$ cat config.mk
export PLATFORM = sky130hd
export DESIGN_NAME = int_iq_dispatch_slot_allocator
export DESIGN_NICKNAME = d
export VERILOG_FILES = /design/src/rtl/Falco_pkg.sv /design/src/rtl/int_iq_dispatch_slot_allocator_picker.sv /design/src/rtl/int_iq_dispatch_slot_allocator.sv
export SDC_FILE = /design/constraint.sdc
export NUM_CORES = 1
export LEC_CHECK = 0
export CAP_MARGIN = 20
export CORE_MARGIN = 2
export CORE_UTILIZATION = 40
export DETAILED_ROUTE_END_ITERATION = 8
export SLEW_MARGIN = 20
export SYNTH_ARGS = -nofsm -noshare
export SYNTH_HDL_FRONTEND = slang
export SYNTH_HIERARCHICAL = 1
export SYNTH_SLANG_ARGS = --single-unit
$ cat constraint.sdc
create_clock -name clk -period 4.86 [get_ports clk]
set_input_delay 0.972 -clock clk [delete_from_list [all_inputs] [get_ports clk]]
set_output_delay 0.972 -clock clk [all_outputs]
set_load 0.005 [all_outputs]
$ cat src/rtl/Falco_pkg.sv
// Falco shared integer issue-queue types and sizing.
// Used by the dispatch slot allocator and its free-slot picker.
package Falco_pkg;

  localparam int INT_IQ_NUM   = 8;
  localparam int INT_IQ_WIDTH = $clog2(INT_IQ_NUM);
  localparam int INT_IQ_CW    = INT_IQ_WIDTH + 1;

  typedef logic [INT_IQ_WIDTH-1:0] int_iq_idx_t;
  typedef logic [INT_IQ_NUM-1:0]   int_iq_mask_t;
  typedef logic [INT_IQ_CW-1:0]    int_iq_cnt_t;

endpackage

$ cat src/rtl/int_iq_dispatch_slot_allocator_picker.sv
// Two-from-N rotating priority encoder over the INT_IQ free mask.
// idx0 is the first free slot at or after start_ptr, idx1 the next one.
module int_iq_free_slot_picker
  import Falco_pkg::*;
(
  input  int_iq_mask_t free_mask,
  input  int_iq_idx_t  start_ptr,
  output int_iq_idx_t  idx0,
  output int_iq_idx_t  idx1,
  output logic         valid0,
  output logic         valid1
);

  logic [2*INT_IQ_NUM-1:0] dbl;
  int_iq_mask_t            rot;
  int_iq_idx_t             off0;
  int_iq_idx_t             off1;

  // rotate so start_ptr sits at bit 0, take the two lowest set bits
  always_comb begin
    dbl    = {free_mask, free_mask} >> start_ptr;
    rot    = dbl[INT_IQ_NUM-1:0];
    off0   = '0;
    off1   = '0;
    valid0 = 1'b0;
    valid1 = 1'b0;
    for (int i = 0; i < INT_IQ_NUM; i++) begin
      if (rot[i]) begin
        if (!valid0) begin
          valid0 = 1'b1;
          off0   = int_iq_idx_t'(i);
        end else if (!valid1) begin
          valid1 = 1'b1;
          off1   = int_iq_idx_t'(i);
        end
      end
    end
    idx0 = off0 + start_ptr;
    idx1 = off1 + start_ptr;
  end

endmodule

$ cat src/rtl/int_iq_dispatch_slot_allocator.sv
// INT_IQ dispatch slot allocator: hands out up to two free slots per cycle.
// Define INT_IQ_ALLOC_ROTATE_EN for a rotating scan start pointer.
module int_iq_dispatch_slot_allocator
  import Falco_pkg::*;
(
  input  logic                  clk,
  input  logic                  rst_n,
  input  logic                  dispatch_req0,
  input  logic                  dispatch_req1,
  output logic                  dispatch_ready,
  output logic [INT_IQ_WIDTH-1:0] dispatch_slot_idx0,
  output logic [INT_IQ_WIDTH-1:0] dispatch_slot_idx1,
  output logic                  dispatch_instr0_valid,
  output logic                  dispatch_instr1_valid,
  input  logic [INT_IQ_WIDTH-1:0] issue_slot_idx0,
  input  logic [INT_IQ_WIDTH-1:0] issue_slot_idx1,
  input  logic                  issue_slot_idx0_valid,
  input  logic                  issue_slot_idx1_valid,
  input  logic                  branch_miss_flush,
  input  logic                  dispatch_stall,
  output logic [INT_IQ_WIDTH:0] free_count,
  output logic                  iq_full,
  output logic                  alloc_error
);

  int_iq_mask_t occupied;
  int_iq_mask_t occ_nxt;
  int_iq_mask_t set_mask;
  int_iq_mask_t clr_mask;
  int_iq_cnt_t  fc_q;
  int_iq_cnt_t  fc_nxt;
  int_iq_cnt_t  need;
  int_iq_cnt_t  n_free;
  int_iq_cnt_t  n_alloc;
  logic         err_q;
  logic         err_nxt;
  logic         bad_free;
  logic         req_bad;
  logic         ready_raw;
  logic         fire0;
  logic         fire1;
  int_iq_idx_t  start_ptr;
  int_iq_idx_t  pick0;
  int_iq_idx_t  pick1;
  logic         pv0;
  logic         pv1;

`ifdef INT_IQ_ALLOC_ROTATE_EN
  int_iq_idx_t  alloc_ptr;

  // advance the scan start past the last slot handed out
  always_ff @(posedge clk or negedge rst_n) begin
    if (!rst_n) begin
      alloc_ptr <= '0;
    end else if (fire1) begin
      alloc_ptr <= pick1 + int_iq_idx_t'(1);
    end else if (fire0) begin
      alloc_ptr <= pick0 + int_iq_idx_t'(1);
    end
  end

  assign start_ptr = alloc_ptr;
`else
  assign start_ptr = '0;
`endif

  int_iq_free_slot_picker u_picker (
    .free_mask (~occupied),
    .start_ptr (start_ptr),
    .idx0      (pick0),
    .idx1      (pick1),
    .valid0    (pv0),
    .valid1    (pv1)
  );

  assign req_bad = dispatch_req1 & ~dispatch_req0;
  assign need    = int_iq_cnt_t'(dispatch_req0)
                 + int_iq_cnt_t'(dispatch_req0 & dispatch_req1);

  // all-or-nothing acceptance; nothing leaves the block while in reset
  assign ready_raw = ~dispatch_stall & ~branch_miss_flush
                   & ~req_bad & (fc_q >= need);
  assign dispatch_ready = rst_n & ready_raw;

  assign fire0 = dispatch_req0 & dispatch_ready & pv0;
  assign fire1 = dispatch_req1 & fire0 & pv1;

  assign dispatch_instr0_valid = fire0;
  assign dispatch_instr1_valid = fire1;
  assign dispatch_slot_idx0    = rst_n ? pick0 : '0;
  assign dispatch_slot_idx1    = rst_n ? pick1 : '0;

  assign free_count  = fc_q;
  assign iq_full     = (fc_q == '0);
  assign alloc_error = err_q;

  // next occupancy, free count and error flag; flush wins over everything
  always_comb begin
    set_mask = '0;
    clr_mask = '0;
    bad_free = 1'b0;
    n_free   = '0;
    if (fire0) set_mask[pick0] = 1'b1;
    if (fire1) set_mask[pick1] = 1'b1;
    if (!branch_miss_flush) begin
      if (issue_slot_idx0_valid) begin
        if (occupied[issue_slot_idx0]) clr_mask[issue_slot_idx0] = 1'b1;
        else bad_free = 1'b1;
      end
      if (issue_slot_idx1_valid) begin
        if (occupied[issue_slot_idx1]) clr_mask[issue_slot_idx1] = 1'b1;
        else bad_free = 1'b1;
      end
    end
    for (int i = 0; i < INT_IQ_NUM; i++) begin
      n_free = n_free + int_iq_cnt_t'(clr_mask[i]);
    end
    n_alloc = int_iq_cnt_t'(fire0) + int_iq_cnt_t'(fire1);
    err_nxt = err_q | bad_free | req_bad;
    if (branch_miss_flush) begin
      occ_nxt = '0;
      fc_nxt  = int_iq_cnt_t'(INT_IQ_NUM);
    end else begin
      occ_nxt = (occupied & ~clr_mask) | set_mask;
      fc_nxt  = fc_q + n_free - n_alloc;
    end
  end

  // state registers
  always_ff @(posedge clk or negedge rst_n) begin
    if (!rst_n) begin
      occupied <= '0;
      fc_q     <= int_iq_cnt_t'(INT_IQ_NUM);
      err_q    <= 1'b0;
    end else begin
      occupied <= occ_nxt;
      fc_q     <= fc_nxt;
      err_q    <= err_nxt;
    end
  end

endmodule
==> flow_summary.json <==
{
  "status": "complete, no violations",
  "tightest_slew_ns": 0.582,
  "fin_worst_skew_ns": 0.00742,
  "chipWidth_um": 80.3,
  "netlist_top_cells_count": "inv_1, nor2_1, nand2_1",
  "area_delta_synth_final_pct": 35.2,
  "track_usage_pct": 20.2,
  "p_leak_uw": 0.00122,
  "synth_cell_types": 63,
  "io_pins": 29,
  "final_cells": 427,
  "cp-start-kind": "primary input",
  "hp-class": "flop to flop",
  "yosys_warnings": 6,
  "fin_nets": 393,
  "synth-seq-area-share_pct": 14.0,
  "grt_pass1_wl_um": 10300,
  "cts.clk_slew.worst_paths_ns": 0.06,
  "synth_area_um2": 2330,
  "rrSetupSlack_ns": 0.14,
  "rr_endpoint": "free_count[1]$_DFF_PN0_",
  "crit_top_cell": "fa_2",
  "crit_required_ns": 4.99,
  "grt_setup_unrepaired": "true",
  "drtIter0Drc": 138,
  "rr_worst_depth": 18,
  "vias": 2327,
  "synthTopCellsByArea": "dfrtp_1, fa_1, ha_1, mux4_2, inv_1",
  "crit_chain": "clkdlybuf4s50_1 > nor2b_1 > ha_1 > nor2b_1 > o211ai_2 > nand2_1 > inv_1 > fa_1 > fa_2 > fa_1 > fa_2 > fa_2 > nor2_1",
  "avgRoutedWirePerCell_um": 14.9,
  "synth_top_area_share_pct": 12.9,
  "htreeDepth": 1,
  "fin_area_um2": 3140,
  "antenna_found_initial": 0,
  "vias_per_cell": 5.45,
  "rows": 27,
  "cts_hold_buf": 0,
  "slowest_stage": "clkdlybuf4s50_1",
  "whs_ns": 0.551,
  "grt_max_degree": 21,
  "dpl.hpwl_um": 5390,
  "worstHoldEndpoint": "alloc_error$_DFF_PN0_",
  "synthArstFlopShare_pct": 100,
  "cts_root_buffer": "clkbuf_8",
  "hold_violations": 0,
  "place.gp.congestion": 0.908,
  "fillerInstances": 526,
  "cap_violations": 0,
  "post-place-cells": 421,
  "place_area_um2": 3060,
  "max_freq_mhz": 211,
  "clkSinkCount": 13,
  "cts_made_buffers": 3,
  "r2r-start": "occupied[0]$_DFF_PN0_",
  "slowest_delay_ns": 0.59,
  "critPathKind": "primary input to flop",
  "synth_top_area_cell": "dfrtp_1",
  "cts_tree": "built",
  "power-per-cell-area_nw_per_um2": 128,
  "finalSetupTns_ns": 0,
  "cp_max_fo": 6,
  "final_core_util_pct": 56.4,
  "first_pass_iters": 4,
  "ys.flop_type": "dfrtp_1",
  "worst_setup_path_end_kind": "flop",
  "core_area_um2": 5570,
  "die_area_um2": 6440,
  "route.final.wire_length_um": 6350,
  "layout_min_cycle_time_ns": 4.74,
  "clock_path_buffers": 2,
  "initial_core_util_pct": 41.7,
  "clock_latency_ns": 0.24,
  "min_period_over_period_pct": 97.5,
  "vdd_drop_max_mv": 0.140,
  "drc": 0,
  "slew_headroom_pct": 60.9,
  "synthCells": 269,
  "crit_arrival_ns": 4.87,
  "synth_edf_count": 0,
  "hold_depth": 2,
  "diodes": 0,
  "slew_violations": 0,
  "worstHoldStart": "alloc_error$_DFF_PN0_",
  "portBuffers": 28,
  "ant_nets": 0,
  "grt_overflow": 0,
  "setup_viol": 0,
  "syn_area_per_cell_um2": 8.65,
  "synth.most_common_cell": "inv_1",
  "synth_seq_cells": 13,
  "drive_gt1_share_pct": 25.6,
  "dieHeight_um": 80.3,
  "grt_pass1_vias": 2175
}
==> kinds of logic after synthesis <==
logic type                 count (synthesis)  synth area share (%)
muxes                                     23                  17.3
buffers and inverters                     39                  7.91
AOI/OAI and AO/OA                         61                  19.7
other                                      1                 0.161
xor gates and xnor gates                   6                  2.26
and+or+nand+nor                          103                  23.3
DFF                                       13                  14.0
adders and majority gates                 23                  15.3
==> flip-flops by register name, summed over array words and instances (netlist names) <==
name,count
occupied,8
free_count,4
alloc_error,1
==> report_power, final <==
group | internal [uW] | switching (uW) | leakage (uW)
combinational | 94.1 | 94.6 | 0.00103
sequential | 115 | 3.98 | 0.000172
clock | 57.8 | 38.0 | 0.0000228
total | 267 | 137 | 0.00122
==> critical path, delay by kind of cell <==
family / cells / cell delay (ns)
adder cells (fa/ha/maj): 6 / 2.70
AO/OA/AOI/OAI: 1 / 0.11
buffers and inverters: 2 / 0.68
AND/OR/NAND/NOR: 4 / 0.40
==> metal layers <==
layer | track usage [%] | share of wire [%]
met5 | 0 | 0
met4 | 2.20 | 0.88
met3 | 2.58 | 4.5
met2 | 35.8 | 49
met1 | 27.2 | 45
==> layout make-up <==
class                           instances  area, um^2  share of cell area, %
Tap cell                               72        90.1                   2.87
Clock buffer                            4        45.0                   1.43
Timing Repair Buffer                   82         686                   21.8
Multi-Input combinational cell        225        1880                   59.8
Inverter                               31         116                   3.70
Sequential cell                        13         327                   10.4
==> layout by cell type, fill, tap and decap left out, types with 4 or more instances in the layout <==
cell type | netlist | layout
a21oi_1 | 9 | 9
a22oi_1 | 5 | 5
and2_1 | 6 | 6
buf_4 | 3 | 54
clkdlybuf4s50_1 | 0 | 28
conb_1 | 1 | 9
dfrtp_1 | 12 | 12
fa_1 | 9 | 6
ha_1 | 14 | 13
inv_1 | 29 | 29
mux2_2 | 5 | 4
mux2i_1 | 6 | 6
mux4_2 | 5 | 6
nand2_1 | 20 | 20
nand2b_1 | 7 | 7
nand3_1 | 12 | 11
nand4_1 | 7 | 7
nor2_1 | 22 | 20
nor2b_1 | 9 | 9
nor3_1 | 4 | 4
o211ai_1 | 5 | 5
o21ai_0 | 6 | 4
o22ai_1 | 8 | 8
xnor2_1 | 4 | 4
==> repair_timing <==
action | 4_1_cts | 5_1_grt
pin swaps | 2 | 5
gates resized for setup | 1 | 10
cloned | 0 | 0
buffers inserted | 1 | 1
endpoints found under the setup margin | 1 | 4
==> worst max-delay path by stage <==
stage	start	slack (ns)	to
3_5_place_dp	dispatch_req1	-0.23	free_count[2]$_DFF_PN0_
6_report	dispatch_req1	0.12	free_count[1]$_DFF_PN0_
4_1_cts	occupied[0]$_DFF_PN0_	0.01	free_count[2]$_DFF_PN0_
3_3_place_gp	dispatch_req1	-0.15	free_count[2]$_DFF_PN0_
5_1_grt	occupied[1]$_DFF_PN0_	-0.05	free_count[1]$_DFF_PN0_
2_1_floorplan	occupied[0]$_DFF_PN0_	0.02	free_count[2]$_DFF_PN0_
==> through the flow <==
stage,worst slack [ns],power [uW]
CTS,0.0113,402
detailed placement,-0.226,306
finish,0.122,403
floorplan,0.0193,227
global route,-0.0486,432
global placement,-0.153,306
(Power assumes the default switching activity.)
